**config.mk**
```make
export PLATFORM = sky130hd
export DESIGN_NAME = upsample_2x_stream
export DESIGN_NICKNAME = d
export VERILOG_FILES = /design/src/rtl/upsample_pkg.sv /design/src/rtl/upsample_row_mem.sv /design/src/rtl/upsample_2x_stream.sv
export SDC_FILE = /design/constraint.sdc
export NUM_CORES = 1
export LEC_CHECK = 0
export BUFFER_PORTS_ARGS = -buffer_cell sky130_fd_sc_hd__buf_4
export CORE_MARGIN = 2
export CORE_UTILIZATION = 45
export CTS_BUF_LIST = sky130_fd_sc_hd__clkbuf_2
export CTS_CLUSTER_DIAMETER = 30
export DETAILED_ROUTE_END_ITERATION = 12
export GPL_TIMING_DRIVEN = 0
export SYNTH_ARGS = -nofsm -noshare
export SYNTH_HDL_FRONTEND = slang
export SYNTH_SLANG_ARGS = --single-unit
export TNS_END_PERCENT = 50
```
**constraint.sdc**
```tcl
create_clock -name clk -period 1.76 [get_ports clk]
set_input_delay 0.352 -clock clk [delete_from_list [all_inputs] [get_ports clk]]
set_output_delay 0.352 -clock clk [all_outputs]
set_load 0.01 [all_outputs]
```
**src/rtl/upsample_pkg.sv**
```systemverilog
`default_nettype none
// ============================================================================
// Module   : upsample_pkg
// Purpose  : Shared definitions for the 2x nearest-neighbour upsampler:
//            FSM state encoding and a counter-width helper.
// Ports    : none (package)
// Revision : 1.0  initial release
// ============================================================================
package upsample_pkg;

  localparam int STATE_W = 1;

  // The upsampler alternates between passing a fresh input row through
  // (each pixel doubled) and replaying that row from the line buffer.
  localparam logic [STATE_W-1:0] S_PASS   = 1'b0;
  localparam logic [STATE_W-1:0] S_REPLAY = 1'b1;

  // Counter width for a range of n values; never below one bit so that a
  // degenerate 1-pixel dimension still yields a legal vector.
  function automatic int cnt_bits(input int n);
    return (n > 1) ? $clog2(n) : 1;
  endfunction

endpackage
`default_nettype wire

```
**src/rtl/upsample_row_mem.sv**
```systemverilog
`default_nettype none
// ============================================================================
// Module   : upsample_row_mem
// Purpose  : One-row line buffer, DEPTH x 1 bit. Synchronous write port,
//            asynchronous read port.
// Ports    : clk   - clock
//            we    - write enable
//            waddr - write column
//            wdata - write pixel
//            raddr - read column
//            rdata - read pixel (combinational)
// Revision : 1.0  initial release
// ============================================================================
module upsample_row_mem #(
  parameter int DEPTH = 13,
  parameter int AW    = 4
) (
  input  logic          clk,
  input  logic          we,
  input  logic [AW-1:0] waddr,
  input  logic          wdata,
  input  logic [AW-1:0] raddr,
  output logic          rdata
);

  // Not reset: every location is written during a row's pass before the
  // replay of that row reads it back.
  logic mem [DEPTH];

  always_ff @(posedge clk) begin
    if (we) begin
      mem[waddr] <= wdata;
    end
  end

  assign rdata = mem[raddr];

endmodule
`default_nettype wire

```
**src/rtl/upsample_2x_stream.sv**
```systemverilog
`default_nettype none
// ============================================================================
// Module   : upsample_2x_stream
// Purpose  : Nearest-neighbour 2x upsampler for 1-bit raster streams.
//            Each input pixel is emitted twice horizontally and each input
//            row is replayed once from a line buffer, so
//            out(x,y) = in(x>>1, y>>1).
// Ports    : clk       - clock, rising edge
//            rst_n     - synchronous active-low reset
//            valid_in  - input pixel valid
//            pixel_in  - input pixel
//            ready_in  - input accepted this cycle (combinational)
//            valid_out - output beat valid (registered)
//            pixel_out - output pixel (registered)
//            sof_out   - first beat of an output frame
//            eol_out   - last beat of an output row
//            ready_out - downstream accepts the output beat
// Revision : 1.0  initial release
// ============================================================================
module upsample_2x_stream
  import upsample_pkg::*;
#(
  parameter int WIDTH_IN  = 13,
  parameter int HEIGHT_IN = 13
) (
  input  logic clk,
  input  logic rst_n,
  input  logic valid_in,
  input  logic pixel_in,
  output logic ready_in,
  output logic valid_out,
  output logic pixel_out,
  output logic sof_out,
  output logic eol_out,
  input  logic ready_out
);

  localparam int X_BITS = cnt_bits(WIDTH_IN);
  localparam int Y_BITS = cnt_bits(HEIGHT_IN);

  localparam logic [X_BITS-1:0] X_LAST = X_BITS'(WIDTH_IN - 1);
  localparam logic [Y_BITS-1:0] Y_LAST = Y_BITS'(HEIGHT_IN - 1);
  localparam logic [X_BITS-1:0] X_ONE  = X_BITS'(1);
  localparam logic [Y_BITS-1:0] Y_ONE  = Y_BITS'(1);

  logic [STATE_W-1:0] state_q, state_d;
  logic               h_q, h_d;         // second half of a doubled pixel
  logic [X_BITS-1:0]  xi_q, xi_d;
  logic [Y_BITS-1:0]  yi_q, yi_d;
  logic               hold_q, hold_d;   // pixel being doubled in S_PASS
  logic               valid_out_q, valid_out_d;
  logic               pixel_out_q, pixel_out_d;
  logic               sof_out_q, sof_out_d;
  logic               eol_out_q, eol_out_d;

  logic adv;
  logic x_last;
  logic mem_we;
  logic mem_rdata;

  // The output register may load whenever it is empty or being drained.
  assign adv    = !valid_out_q || ready_out;
  assign x_last = (xi_q == X_LAST);

  upsample_row_mem #(
    .DEPTH (WIDTH_IN),
    .AW    (X_BITS)
  ) u_row_mem (
    .clk   (clk),
    .we    (mem_we),
    .waddr (xi_q),
    .wdata (pixel_in),
    .raddr (xi_q),
    .rdata (mem_rdata)
  );

  // State and datapath registers.
  always_ff @(posedge clk) begin
    if (!rst_n) begin
      state_q     <= S_PASS;
      h_q         <= 1'b0;
      xi_q        <= '0;
      yi_q        <= '0;
      hold_q      <= 1'b0;
      valid_out_q <= 1'b0;
      pixel_out_q <= 1'b0;
      sof_out_q   <= 1'b0;
      eol_out_q   <= 1'b0;
    end else begin
      state_q     <= state_d;
      h_q         <= h_d;
      xi_q        <= xi_d;
      yi_q        <= yi_d;
      hold_q      <= hold_d;
      valid_out_q <= valid_out_d;
      pixel_out_q <= pixel_out_d;
      sof_out_q   <= sof_out_d;
      eol_out_q   <= eol_out_d;
    end
  end

  // Next state: the last beat of a row (second half of the final column)
  // flips between passing and replaying.
  always_comb begin
    state_d = state_q;
    if (adv && h_q && x_last) begin
      state_d = (state_q == S_PASS) ? S_REPLAY : S_PASS;
    end
  end

  // Outputs and datapath.
  always_comb begin
    h_d         = h_q;
    xi_d        = xi_q;
    yi_d        = yi_q;
    hold_d      = hold_q;
    valid_out_d = valid_out_q;
    pixel_out_d = pixel_out_q;
    sof_out_d   = sof_out_q;
    eol_out_d   = eol_out_q;
    mem_we      = 1'b0;
    ready_in    = (state_q == S_PASS) && !h_q && adv;

    if (adv) begin
      // Default to a bubble; pixel_out keeps its last value.
      valid_out_d = 1'b0;
      sof_out_d   = 1'b0;
      eol_out_d   = 1'b0;
      if (state_q == S_PASS) begin
        if (!h_q) begin
          if (valid_in) begin
            pixel_out_d = pixel_in;
            valid_out_d = 1'b1;
            mem_we      = 1'b1;
            hold_d      = pixel_in;
            h_d         = 1'b1;
            sof_out_d   = (xi_q == '0) && (yi_q == '0);
          end
        end else begin
          pixel_out_d = hold_q;
          valid_out_d = 1'b1;
          h_d         = 1'b0;
          if (x_last) begin
            eol_out_d = 1'b1;
            xi_d      = '0;
          end else begin
            xi_d = xi_q + X_ONE;
          end
        end
      end else begin
        pixel_out_d = mem_rdata;
        valid_out_d = 1'b1;
        h_d         = !h_q;
        if (h_q) begin
          if (x_last) begin
            eol_out_d = 1'b1;
            xi_d      = '0;
            yi_d      = (yi_q == Y_LAST) ? '0 : yi_q + Y_ONE;
          end else begin
            xi_d = xi_q + X_ONE;
          end
        end
      end
    end
  end

  assign valid_out = valid_out_q;
  assign pixel_out = pixel_out_q;
  assign sof_out   = sof_out_q;
  assign eol_out   = eol_out_q;

endmodule
`default_nettype wire
```
# [Word-level counts from Yosys, hierarchy flattened]
# Memory sizes are Yosys's and may differ from the RTL's. A register that Yosys moved wholly into a read port is not among the register bits.
# Cells that the tools add are included.
[op_classes] n_addsub=2 eq_ne=2 n_bitwise=2 muxes=22 reduce_logical=15
[ops] cell="$mux 1" count=18
[ops] cell="$mux 4" count=4
[ops] cell="$add 4x1->4 const B" count=2
[ops] cell="$eq 4x4->1 const B" count=2
[ops] cell="$logic_not 4->1" count=2
[ops] cell="$reduce_and 4->1" count=2
[ops] cell="$logic_and 1x1->1" count=5
[ops] cell="$reduce_and 2->1" count=2
[ops] cell="$reduce_bool 3->1" count=1
[ops] cell="$logic_not 1->1" count=2
[ops] cell="$not 1->1" count=2
[ops] cell="$logic_or 1x1->1" count=1
[word_totals] output_inout_bits=5 n_memories=1 ramBits=13 register_bits=15 in_bits=5 word_cells=53
[memory_table] name="u_row_mem.mem" words=13 word_bits=1 rd=1 rd_ports_with_merged_regs=1 write_ports=1 line="upsample_row_mem.sv:28" source="logic mem [DEPTH];"

# [Depth between registers and ports, before layout]
# Gate-level depths: netlist of the first run.
[logic_depth] ltp_word=6 mapped_depth=6 depth_no_buf=6

# [Hierarchy]
# Synthesis of the first run repeated with hierarchy kept, for this count alone.
[unflattened] hier_cells=123 area_unflattened_um2=1392.6
[modules_own_cells] module="upsample_2x_stream" cells_each=85 n_inst=1 area_each_um2=789.5 seq_area_each_um2=300.3
[modules_own_cells] module="upsample_row_mem" cells_each=38 n_inst=1 area_each_um2=603.1 seq_area_each_um2=390.4

# [Least setup slack after synthesis of the first run]
# Ideal clock, no wire load.
[synth_path] path_kind="flip-flop to flip-flop" startpoint="register xi_q[2]" endpoint="memory u_row_mem.mem[0], enable pin" path_buffers=1 t_arrival_ns=1.253 stages_incl_launch_ff=5 synth_period_minus_slack_ns=1.545 setup_slack_ns=0.215 required_ns=1.468 setup_time_ns=0.292 path_cell_list="dfxtp_1 -> buf_4 -> or3b_2 -> nor4_4 -> and2_1"
[synth_lines] item="start: declaration" line="upsample_2x_stream.sv:48" source="logic [X_BITS-1:0] xi_q, xi_d;"
[synth_lines] item="start signal: assignment" line="upsample_2x_stream.sv:92" source="xi_q <= xi_d;"
[synth_lines] item="end: declaration" line="upsample_row_mem.sv:28"
# Straight into the memory's write port.

# [Final worst setup path of the first run]
[layout_path] startpoint="register xi_q[2]" endpoint="memory u_row_mem.mem[1], enable pin"
# Straight into the memory's write port.

==> impl_results.rst, run 1 <==
.. list-table::
   :header-rows: 1

   * - Metric
     - Value
   * - Layout Area Growth over Synthesis
     - 13.8%
   * - Routability Congestion
     - between 0.7 and 0.8
   * - Core Area
     - between 3000 and 4000 sq um
   * - H-Tree Depth
     - 2
   * - CTS Buffer Depth
     - 2
   * - Height of the chip
     - 61.3 microns
   * - Post-synthesis cell type count
     - 37
   * - Result of the run
     - finished clean
   * - DPL Wire Length
     - around 2100 microns
   * - Peak supply drop
     - approximately 0.00044 V
   * - Post-route standard cell area excluding fillers
     - roughly 1700 sq um
   * - Number of global-route vias before repair
     - just over 1k
   * - Worst Setup End Kind
     - register
   * - LEAKAGE
     - 0.618 nW
   * - IO Port Bufs
     - 9
   * - Warnings from Yosys
     - 0
   * - Wire length per cell
     - 14.4 microns
   * - Drt first pass iters
     - 4
   * - Number of clock sinks
     - 32
   * - Number of rows created at floorplan
     - 20
   * - Max-cap violations
     - 0
   * - Mean number of vias per cell
     - roughly 5.3
   * - CP startpoint kind
     - register
   * - Die outline width
     - 61.3 microns
   * - Total instance count after detailed placement
     - 188
   * - Final ANT Viol Nets
     - 0
   * - Crit Path Max Fanout
     - 9
   * - Power after layout
     - between 0.001 and 0.0015 W
   * - Number of non-filler instances in the completed layout
     - roughly 200
   * - Initial Utilization
     - 0.480
   * - Relative max-transition margin
     - 0.705
   * - Share of cells above drive strength 1
     - 0.222
   * - Data required time of the worst path
     - around 1900 ps
   * - Top-area cell type share of the netlist area
     - 0.264
   * - Library cell occupying the most area in the post-synthesis netlist
     - sky130_fd_sc_hd__edfxtp_1
   * - Boundary Pins
     - 10
   * - DRC violation count after routing
     - 0
   * - Mapped Avg Cell Area
     - approximately 11 sq um
   * - Commonest cells in the synthesized netlist
     - 19 x sky130_fd_sc_hd__dfxtp_1, 13 x sky130_fd_sc_hd__edfxtp_1, 10 x sky130_fd_sc_hd__a21oi_1, 10 x sky130_fd_sc_hd__nand2_1
   * - Post-synth EDFFs
     - 13
   * - Number of hold buffers added after CTS
     - 0
   * - Cell types occupying the most area after synthesis
     - sky130_fd_sc_hd__edfxtp_1 26%, sky130_fd_sc_hd__dfxtp_1 26%, sky130_fd_sc_hd__ha_1 5.1%
   * - Pin count of the biggest net entering global routing
     - 16
   * - Post-synthesis sequential area ratio
     - 0.522
   * - Setup Viol. Count Final
     - 0
   * - Minimum clock period after layout
     - around 1700 ps
   * - Total congestion overflow after global routing
     - 0
   * - Number of register bits inferred by synthesis
     - 32
   * - TritonCTS clock tree
     - yes
   * - Pins Over Slew Limit
     - 0
   * - Asr flop ratio synth
     - 0
   * - Nets
     - around 160
   * - Filler cell count in the final layout
     - ~310
   * - Arrival time at the worst endpoint
     - around 1800 ps
   * - Post-Syn Nets
     - roughly 150
   * - # diodes
     - 0
   * - Util after Layout
     - 0.546
   * - Crit share post-route
     - 0.959
   * - Pin slew with the least headroom to its limit
     - between 400 and 500 ps
   * - Startpoint-to-endpoint class of the critical path
     - register to register
   * - Routed WL
     - roughly 2800 microns
   * - PwrDens
     - between 700 and 800 nW/um^2
   * - Vias
     - between 1k and 1.5k
   * - Worst Skew
     - around 19 ps
   * - Iter 0 DRT Violations
     - 37
   * - Clock-pin slew reported for the worst setup and hold paths after clock tree synthesis
     - 160 ps
   * - Cell area after placement
     - approximately 1600 sq um
   * - Global-route wire length before repair
     - ~4600 microns
   * - Most used standard cell by instance count after synthesis
     - sky130_fd_sc_hd__dfxtp_1
   * - Global router's overall resource usage
     - 0.178
   * - Worst min-delay path category
     - input port to register
   * - Fmax
     - about 600 MHz
   * - Primary flip-flop cell chosen by synthesis mapping
     - sky130_fd_sc_hd__dfxtp_1
   * - Syn Std Cell Area
     - roughly 1500 sq um
   * - Area of the multi-input gates
     - approximately 680 sq um
   * - Number of hold violations in the final report
     - 0
   * - Cell at the root of the clock tree
     - sky130_fd_sc_hd__clkbuf_2
   * - Skew-Pair Late Insertion Delay
     - roughly 370 ps
   * - Die area
     - roughly 3800 sq um
   * - Sequential cell area
     - roughly 770 sq um
   * - Initial antenna violation count
     - 0
   * - TritonCTS buffer count
     - 5
   * - Syn Inst Count
     - 135
## power by group
group          total (W)  switching, W  internal, W
combinational   0.000142     0.0000772    0.0000653
sequential      0.000802     0.0000130     0.000789
clock           0.000343      0.000236     0.000106
## worst max-delay path, cell delays in order, from the launching register on
cell	delay (ps)
sky130_fd_sc_hd__dfxtp_1	330
sky130_fd_sc_hd__buf_4	160
sky130_fd_sc_hd__or3b_4	410
sky130_fd_sc_hd__nor4_4	330
sky130_fd_sc_hd__and2_1	190
## final cells by class
cell class | count | share of cell area
timing repair buffer | 10 | 0.0446
buffer | 5 | 0.0171
clock inverter | 1 | 0.00223
clock buffer | 7 | 0.0208
multi-input combinational | 89 | 0.404
tap | 44 | 0.0327
sequential | 32 | 0.458
inverter | 9 | 0.0201
## through the flow
| stage | TNS, ps | hold slack [ps] | worst slack (ps) |
|---|---|---|---|
| final | 0 | 205 | 72.2 |
| after global routing | -12.6 | 193 | -12.6 |
| after global placement | -39.3 | 441 | -16.9 |
| after CTS | 0 | 209 | 30.1 |
| after detailed placement | -127 | 450 | -42.9 |
| after floorplan | 0 | 437 | 215 |
## metal layers
layer / vias to the layer above / track usage / wire length (microns)
met5: - / 0 / 0
met4: 0 / 0.0652 / 37
met3: 5 / 0.0693 / 93
met2: 9 / 0.304 / 1460
met1: 509 / 0.203 / 1250
li1: 515 / - / -
## placed cells by master, fill, tap and decap left out, types with 2 or more instances in the layout
| cell type | Yosys | layout |
|---|---|---|
| sky130_fd_sc_hd__a21oi_1 | 10 | 10 |
| sky130_fd_sc_hd__and2_1 | 9 | 9 |
| sky130_fd_sc_hd__and3_1 | 3 | 3 |
| sky130_fd_sc_hd__buf_2 | 2 | 2 |
| sky130_fd_sc_hd__buf_4 | 1 | 12 |
| sky130_fd_sc_hd__clkbuf_2 | 0 | 7 |
| sky130_fd_sc_hd__dfxtp_1 | 19 | 19 |
| sky130_fd_sc_hd__edfxtp_1 | 13 | 13 |
| sky130_fd_sc_hd__ha_1 | 6 | 5 |
| sky130_fd_sc_hd__inv_1 | 9 | 7 |
| sky130_fd_sc_hd__inv_2 | 0 | 2 |
| sky130_fd_sc_hd__mux4_1 | 2 | 2 |
| sky130_fd_sc_hd__nand2_1 | 10 | 10 |
| sky130_fd_sc_hd__nand3_1 | 7 | 7 |
| sky130_fd_sc_hd__nand4_1 | 2 | 2 |
| sky130_fd_sc_hd__nor2_1 | 9 | 9 |
| sky130_fd_sc_hd__nor3_1 | 6 | 4 |
| sky130_fd_sc_hd__o21ai_0 | 3 | 3 |
| sky130_fd_sc_hd__xnor2_1 | 3 | 3 |
## kinds of logic (layout without fill, tap and decap cells)
kind of cell             count (synthesis)  after routing  share of synthesized area
AND/OR/NAND/NOR                         57             57                      0.231
flip-flops                              32             32                      0.522
AO/OA/AOI/OAI                           17             17                     0.0677
buffers and inverters                   14             32                     0.0398
adder cells (fa/ha/maj)                  6              6                     0.0508
multiplexers                             5              5                     0.0652
XOR/XNOR                                 4              4                     0.0237
## final timing paths
path,start,endpoint,cells past startpoint,slack (ps)
max,xi_q[2],u_row_mem.mem[1],4,70
max reg2reg,xi_q[2],u_row_mem.mem[1],4,70
min reg2reg,sof_out,sof_out,2,460
min,rst_n,sof_out,3,200
## repair_timing
action,CTS,global route
pin swaps,0,3
setup endpoints to repair,1,12
buffers inserted,0,1
gates resized for setup,3,9
Power figures use the tool's default switching activity.
==> run 2, diff against run 1 <==
--- a/config.mk
+++ b/config.mk
@@ -12,6 +12,7 @@
 export CTS_CLUSTER_DIAMETER = 30
 export DETAILED_ROUTE_END_ITERATION = 12
 export GPL_TIMING_DRIVEN = 0
+export PLACE_DENSITY = 0.62
 export SYNTH_ARGS = -nofsm -noshare
 export SYNTH_HDL_FRONTEND = slang
 export SYNTH_SLANG_ARGS = --single-unit
==> constraint.sdc (replaced) <==
create_clock -name clk -period 1.76 [get_ports clk]
set_input_delay 0.352 -clock clk [delete_from_list [all_inputs] [get_ports clk]]
set_output_delay 0.352 -clock clk [all_outputs]
set_load 0.005 [all_outputs]
==> impl_results.rst, run 2 (same netlist as run 1, synthesis figures left out) <==
.. list-table::
   :header-rows: 1

   * - Metric
     - Value
   * - Worst Setup End Kind
     - output pin
   * - Layout Area Growth over Synthesis
     - 15.3%
   * - IO Port Bufs
     - 9 (unchanged)
   * - Worst Hold Path EP
     - sof_out
   * - Arrival time at the worst endpoint
     - 1290 ps (-490 ps)
   * - PwrDens
     - 748 nW/um^2 (-2.3%)
   * - Worst hold path startpoint
     - rst_n
   * - Power after layout
     - 0.00128 W (-0.95%)
   * - Share of cells above drive strength 1
     - 0.234 (+0.0115)
   * - Capture instance of the worst register-to-register path
     - yi_q[2]
   * - TritonCTS buffer count
     - 5 (unchanged)
   * - Die outline width
     - 61.3 microns (unchanged)
   * - Crit Path Max Fanout
     - 10 (+1)
   * - Aggregate negative setup slack
     - 0 ps (unchanged)
   * - Mean number of vias per cell
     - 5.13 (-2.6%)
   * - DPL Wire Length
     - 1950 microns (-7.9%)
   * - Pins Over Slew Limit
     - 0 (unchanged)
   * - Fraction of power consumed by sequential logic
     - 0.629 (+0.006)
   * - Fmax
     - 610 MHz (+3.0%)
   * - Most common cell after layout, fill and taps aside
     - sky130_fd_sc_hd__dfxtp_1
   * - Global router's overall resource usage
     - 0.161 (-0.0169)
   * - Beginning of the worst register-to-register path
     - xi_q[0]
   * - Portion of total power attributed to combinational logic
     - 0.111 (about the same)
   * - Total instance count after detailed placement
     - 188 (unchanged)
   * - Post-route setup slack
     - 121 ps (+48.5 ps)
   * - Minimum clock period after layout
     - 1640 ps (-48.5 ps)
   * - Post-placement worst setup slack
     - -78.8 ps (-35.9 ps)
   * - TritonCTS clock tree
     - yes
   * - LEAKAGE
     - 0.627 nW (+1.4%)
   * - Pin slew with the least headroom to its limit
     - 449 ps (+5.96 ps)
   * - Unrepaired setup endpoints after global routing
     - false
   * - Share of total power in the clock network
     - 0.260 (-0.006)
   * - Number of hold violations in the final report
     - 0 (unchanged)
   * - Boundary Pins
     - 10 (unchanged)
   * - Skew-Pair Late Insertion Delay
     - 350 ps (-20 ps)
   * - Cell count of the worst hold path
     - 3 (unchanged)
   * - Result of the run
     - finished clean
   * - Worst Skew
     - 7.77 ps (-11.4 ps)
   * - Routability Congestion
     - 0.752 (unchanged)
   * - Register-to-Register Setup Slack
     - 130 ps (+60 ps)
   * - Setup Viol. Count Final
     - 0 (unchanged)
   * - # diodes
     - 0 (unchanged)
   * - Switching Power
     - 0.000311 W (-4.8%)
   * - Drt first pass iters
     - 4 (unchanged)
   * - Leading cell types in the layout, fill and taps excluded
     - 18 x sky130_fd_sc_hd__dfxtp_1, 13 x sky130_fd_sc_hd__buf_4, 13 x sky130_fd_sc_hd__edfxtp_1, 10 x sky130_fd_sc_hd__nand2_1, 10 x sky130_fd_sc_hd__a21oi_1
   * - CTS Buffer Depth
     - 2 (unchanged)
   * - Number of clock sinks
     - 32 (unchanged)
   * - Number of global-route vias before repair
     - 969 (-4.5%)
   * - Global-route wire length before repair
     - 4300 microns (-7.4%)
   * - Height of the chip
     - 61.3 microns (unchanged)
   * - Switching fraction of total power
     - 0.244 (-0.00978)
   * - Nets
     - 164 (+0.61%)
   * - Number of non-filler instances in the completed layout
     - 198 (+0.51%)
   * - Die area
     - 3760 sq um (unchanged)
   * - Startpoint-to-endpoint class of the critical path
     - register to output pin
   * - Total congestion overflow after global routing
     - 0 (unchanged)
   * - DRC violation count after routing
     - 0 (unchanged)
   * - Filler cell count in the final layout
     - 302 (-2.9%)
   * - Initial antenna violation count
     - 0 (unchanged)
   * - Worst min-delay path category
     - input port to register
   * - Wire length per cell
     - 13.2 microns (-8.5%)
   * - Pin count of the biggest net entering global routing
     - 16 (unchanged)
   * - Max-cap violations
     - 0 (unchanged)
   * - Iter 0 DRT Violations
     - 51 (+38%)
   * - Crit share post-route
     - 0.931 (-0.0275)
   * - Core Area
     - 3080 sq um (unchanged)
   * - Pint
     - 0.000964 W (+0.35%)
   * - Clock-pin slew reported for the worst setup and hold paths after clock tree synthesis
     - 150 ps (about the same)
   * - Area of the multi-input gates
     - 688 sq um (+1.3%)
   * - Cell at the root of the clock tree
     - sky130_fd_sc_hd__clkbuf_2
   * - Final ANT Viol Nets
     - 0 (unchanged)
   * - Data required time of the worst path
     - 1410 ps (-440 ps)
   * - Relative max-transition margin
     - 0.701 (-0.00397)
   * - CP startpoint kind
     - register
   * - Routed WL
     - 2610 microns (-8.0%)
   * - Vias
     - 1016 (-2.1%)
   * - H-Tree Depth
     - 2 (unchanged)
   * - Number of rows created at floorplan
     - 20 (unchanged)
   * - Sequential cell area
     - 772 sq um (+0.16%)
   * - Peak supply drop
     - 0.000345 V (-22%)
   * - Initial Utilization
     - 0.480 (unchanged)
   * - Worst Reg2Reg Path Length in Cells
     - 6 (+2)
[run 2: cell count changes in the layout (fill, tap and decap cells not counted), sizes merged]
| cell | change |
|---|---|
| buf | -1 |
| clkbuf | +2 |
[run 2: stage by stage]
stage / cell area, sq um / hold WS, ps / util
6_report: 1700 / 223 / 0.554
5_1_grt: 1700 / 209 / 0.554
4_1_cts: 1650 / 201 / 0.536
3_5_place_dp: 1600 / 450 / 0.520
3_3_place_gp: 1600 / 441 / 0.520
2_1_floorplan: 1480 / 437 / -
[run 2: worst max-delay path, cell delays in order, from the launching register on]
cell,delay [ps]
sky130_fd_sc_hd__dfxtp_1,350
sky130_fd_sc_hd__nor2b_1,130
sky130_fd_sc_hd__clkbuf_4,190
sky130_fd_sc_hd__nor3_4,130
sky130_fd_sc_hd__buf_4,130
[run 2: worst max-delay path by stage]
stage / startpoint / end / slack, ps / depth (start not counted)
after floorplan: xi_q[2] / u_row_mem.mem[0] / 220 / 4
after global placement: ready_out / u_row_mem.mem[10] / -50 / 6
after detailed placement: ready_out / u_row_mem.mem[8] / -80 / 6
after CTS: valid_out / ready_in / 40 / 4
after global routing: valid_out / ready_in / 4 / 4
final: valid_out / ready_in / 120 / 4
[run 2: per-layer routing]
metal / vias to the layer above / part of all wire / global-route usage / routed length, microns
li1: 515 / - / - / -
met1: 476 / 0.47 / 0.203 / 1220
met2: 17 / 0.48 / 0.249 / 1250
met3: 8 / 0.031 / 0.0420 / 80
met4: 0 / 0.023 / 0.0963 / 59
met5: - / 0 / 0 / 0
[run 2: final cells by class]
class	count	area share
sequential	32	0.453
multi-input combinational	89	0.404
timing repair buffer	11	0.0485
tap	44	0.0323
clock buffer	7	0.0206
buffer	5	0.0198
inverter	9	0.0198
clock inverter	1	0.00220
[run 2: power by group through the flow]
| stage | clock network [W] | logic [W] | registers, W |
|---|---|---|---|
| CTS | 0.000347 | 0.000125 | 0.000802 |
| detailed placement | 0 | 0.000123 | 0.000819 |
| global route | 0.000386 | 0.000156 | 0.000805 |
| floorplan | 0 | 0.0000771 | 0.000816 |
| finish | 0.000331 | 0.000142 | 0.000802 |
| global placement | 0 | 0.000122 | 0.000817 |
[run 2: what timing repair did]
action	in CTS	in global routing
pin swaps	0	3
gates resized for setup	3	13
hold buffers	0	0
gates cloned	0	0
endpoints found under the setup margin	5	10
endpoints found under the hold margin	0	0
buffers inserted	0	2
==> run 3, diff against run 2 <==
--- a/config.mk
+++ b/config.mk
@@ -8,7 +8,7 @@
 export BUFFER_PORTS_ARGS = -buffer_cell sky130_fd_sc_hd__buf_4
 export CORE_MARGIN = 2
 export CORE_UTILIZATION = 45
-export CTS_BUF_LIST = sky130_fd_sc_hd__clkbuf_2
+export CTS_BUF_LIST = sky130_fd_sc_hd__clkbuf_8 sky130_fd_sc_hd__clkbuf_16
 export CTS_CLUSTER_DIAMETER = 30
 export DETAILED_ROUTE_END_ITERATION = 12
 export GPL_TIMING_DRIVEN = 0
==> impl_results.rst, run 3 (same netlist as run 1, synthesis figures left out) <==
.. list-table::
   :header-rows: 1

   * - Metric
     - Value
   * - Result of the run
     - finished clean
   * - Total congestion overflow after global routing
     - 0 (unchanged)
   * - Layout Area Growth over Synthesis
     - 15.7%
   * - Number of global-route vias before repair
     - 976 (+0.72%)
   * - IO Port Bufs
     - 9 (unchanged)
   * - Number of clock sinks
     - 32 (unchanged)
   * - Post-route standard cell area excluding fillers
     - 1710 sq um (+0.37%)
   * - TritonCTS clock tree
     - yes
   * - Peak supply drop
     - 0.000442 V (+28%)
   * - H-Tree Depth
     - 2 (unchanged)
   * - Post-route setup slack
     - 83.2 ps (-37.4 ps)
   * - Worst Skew
     - 5.04 ps (-2.73 ps)
   * - Initial Utilization
     - 0.480 (unchanged)
   * - Max-cap violations
     - 0 (unchanged)
   * - Cell at the root of the clock tree
     - sky130_fd_sc_hd__clkbuf_8
   * - DPL Wire Length
     - 1950 microns (unchanged)
   * - Pin slew with the least headroom to its limit
     - 452 ps (+3.06 ps)
   * - List of cells traversed by the critical path
     - buf_4 -> or3b_2 -> nor4_4 -> and2_1
   * - Skew-Pair Late Insertion Delay
     - 280 ps (-70 ps)
   * - Data required time of the worst path
     - 1760 ps (+350 ps)
   * - DRC violation count after routing
     - 0 (unchanged)
   * - Cell count of the worst hold path
     - 3 (unchanged)
   * - Number of hold violations in the final report
     - 0 (unchanged)
   * - PwrDens
     - 842 nW/um^2 (+12%)
   * - Fmax
     - 596 MHz (-2.2%)
   * - Beginning of the worst register-to-register path
     - xi_q[2]
   * - Setup Viol. Count Final
     - 0 (unchanged)
   * - Crit Path Max Fanout
     - 9 (-1)
   * - Drt first pass iters
     - 4 (unchanged)
   * - Worst Setup End Kind
     - register
   * - Final ANT Viol Nets
     - 0 (unchanged)
   * - Worst min-delay path category
     - input port to register
   * - Startpoint-to-endpoint class of the critical path
     - register to register
   * - Pins Over Slew Limit
     - 0 (unchanged)
   * - Share of cells above drive strength 1
     - 0.203 (-0.0312)
   * - Global-route wire length before repair
     - 4390 microns (+2.1%)
   * - Leading cell types in the layout, fill and taps excluded
     - 19 x sky130_fd_sc_hd__dfxtp_1, 13 x sky130_fd_sc_hd__edfxtp_1, 12 x sky130_fd_sc_hd__buf_4
   * - Most common cell after layout, fill and taps aside
     - sky130_fd_sc_hd__dfxtp_1
   * - Clock-pin slew reported for the worst setup and hold paths after clock tree synthesis
     - 60 ps (-90 ps)
   * - Iter 0 DRT Violations
     - 60 (+18%)
   * - Unrepaired setup endpoints after global routing
     - true
   * - Worst Hold Path EP
     - sof_out
   * - Die area
     - 3760 sq um (unchanged)
   * - Final-layout worst hold slack
     - 306 ps (+82.7 ps)
   * - Util after Layout
     - 0.556 (+0.00203)
   * - Register-to-Register Setup Slack
     - 80 ps (-50 ps)
   * - Number of hold buffers added after CTS
     - 0 (unchanged)
   * - Arrival time at the worst endpoint
     - 1680 ps (+390 ps)
   * - CTS Buffer Depth
     - 2 (unchanged)
   * - Highest-delay cell along the critical path
     - sky130_fd_sc_hd__or3b_2
   * - Relative max-transition margin
     - 0.699 (-0.00204)
   * - Initial antenna violation count
     - 0 (unchanged)
   * - Crit share post-route
     - 0.953 (+0.0213)
   * - Cell area after placement
     - 1600 sq um (unchanged)
   * - Minimum clock period after layout
     - 1680 ps (+37.4 ps)
   * - Pin count of the biggest net entering global routing
     - 16 (unchanged)
   * - Height of the chip
     - 61.3 microns (unchanged)
   * - Capture instance of the worst register-to-register path
     - u_row_mem.mem[3]
   * - Post-placement worst setup slack
     - -78.8 ps (unchanged)
   * - Nets
     - 163 (-0.61%)
   * - TritonCTS buffer count
     - 5 (unchanged)
   * - Power after layout
     - 0.00144 W (+13%)
   * - Filler cell count in the final layout
     - 289 (-4.3%)
   * - Global router's overall resource usage
     - 0.166 (+0.00439)
   * - Delay of the slowest critical-path stage
     - 500 ps (+150 ps)
   * - # diodes
     - 0 (unchanged)
   * - Routed WL
     - 2570 microns (-1.7%)
   * - Mean number of vias per cell
     - 5.18 (+0.90%)
   * - Vias
     - 1020 (+0.39%)
   * - Boundary Pins
     - 10 (unchanged)
   * - Worst hold path startpoint
     - rst_n
   * - Wire length per cell
     - 13.0 microns (-1.2%)
   * - LEAKAGE
     - 0.630 nW (+0.45%)
   * - Number of rows created at floorplan
     - 20 (unchanged)
   * - Routability Congestion
     - 0.752 (unchanged)
   * - Die outline width
     - 61.3 microns (unchanged)
   * - CP startpoint kind
     - register
   * - Worst Reg2Reg Path Length in Cells
     - 4 (-2)
   * - Core Area
     - 3080 sq um (unchanged)
-- run 3: cell count changes in the layout (fill, tap and decap cells not counted), sizes merged --
cell | previous run | this run
clkbuf | 10 | 7
inv | 9 | 11
-- run 3: report_power, final --
group	total, W	switching (W)	internal (W)	leakage, nW
logic	0.000129	0.0000688	0.0000600	0.310
registers	0.000802	0.0000130	0.000789	0.272
clock network	0.000508	0.000246	0.000263	0.0482
total	0.00144	0.000327	0.00111	0.630
-- run 3: critical path: cells and delay by family, from the launching register on --
| kind | cells | cell delay [ps] |
|---|---|---|
| buffers and inverters | 1 | 160 |
| AND/OR/NAND/NOR | 3 | 950 |
| flip-flops | 1 | 300 |
-- run 3: cell type report --
| class | instances | area (sq um) | area share |
|---|---|---|---|
| flip-flops and latches | 32 | 771 | 0.451 |
| multi-input cells | 89 | 667 | 0.390 |
| repair buffers | 10 | 75.1 | 0.0439 |
| clock buffers | 5 | 68.8 | 0.0402 |
| well taps | 44 | 55.1 | 0.0322 |
| inverters | 9 | 33.8 | 0.0198 |
| plain buffers | 5 | 28.8 | 0.0168 |
| clock inverters | 3 | 11.3 | 0.00658 |
-- run 3: metal layers --
| layer | track usage | part of all wire |
|---|---|---|
| met1 | 0.206 | 0.47 |
| met2 | 0.252 | 0.48 |
| met3 | 0.0672 | 0.034 |
| met4 | 0.0776 | 0.017 |
| met5 | 0 | 0 |
-- run 3: worst max path at each step --
stage,slack (ps),from,depth (start not counted),end
after CTS,5,h_q,5,u_row_mem.mem[8]
final,80,xi_q[2],4,u_row_mem.mem[3]
after floorplan,220,xi_q[2],4,u_row_mem.mem[0]
after detailed placement,-80,ready_out,6,u_row_mem.mem[8]
after global placement,-50,ready_out,6,u_row_mem.mem[10]
after global routing,-0.08,xi_q[0],6,yi_q[0]
-- run 3: repair_timing --
action | 4_1_cts | 5_1_grt
resized for setup | 1 | 7
hold endpoints to repair | 0 | 0
pin swaps | 0 | 2
setup buffers | 0 | 1
setup endpoints to repair | 1 | 8
-- run 3: through the flow --
stage / TNS, ps / cells
final: 0 / 197
after global routing: -0.0766 / 197
after CTS: 0 / 196
after detailed placement: -290 / 188
after global placement: -210 / 188
after floorplan: 0 / 135
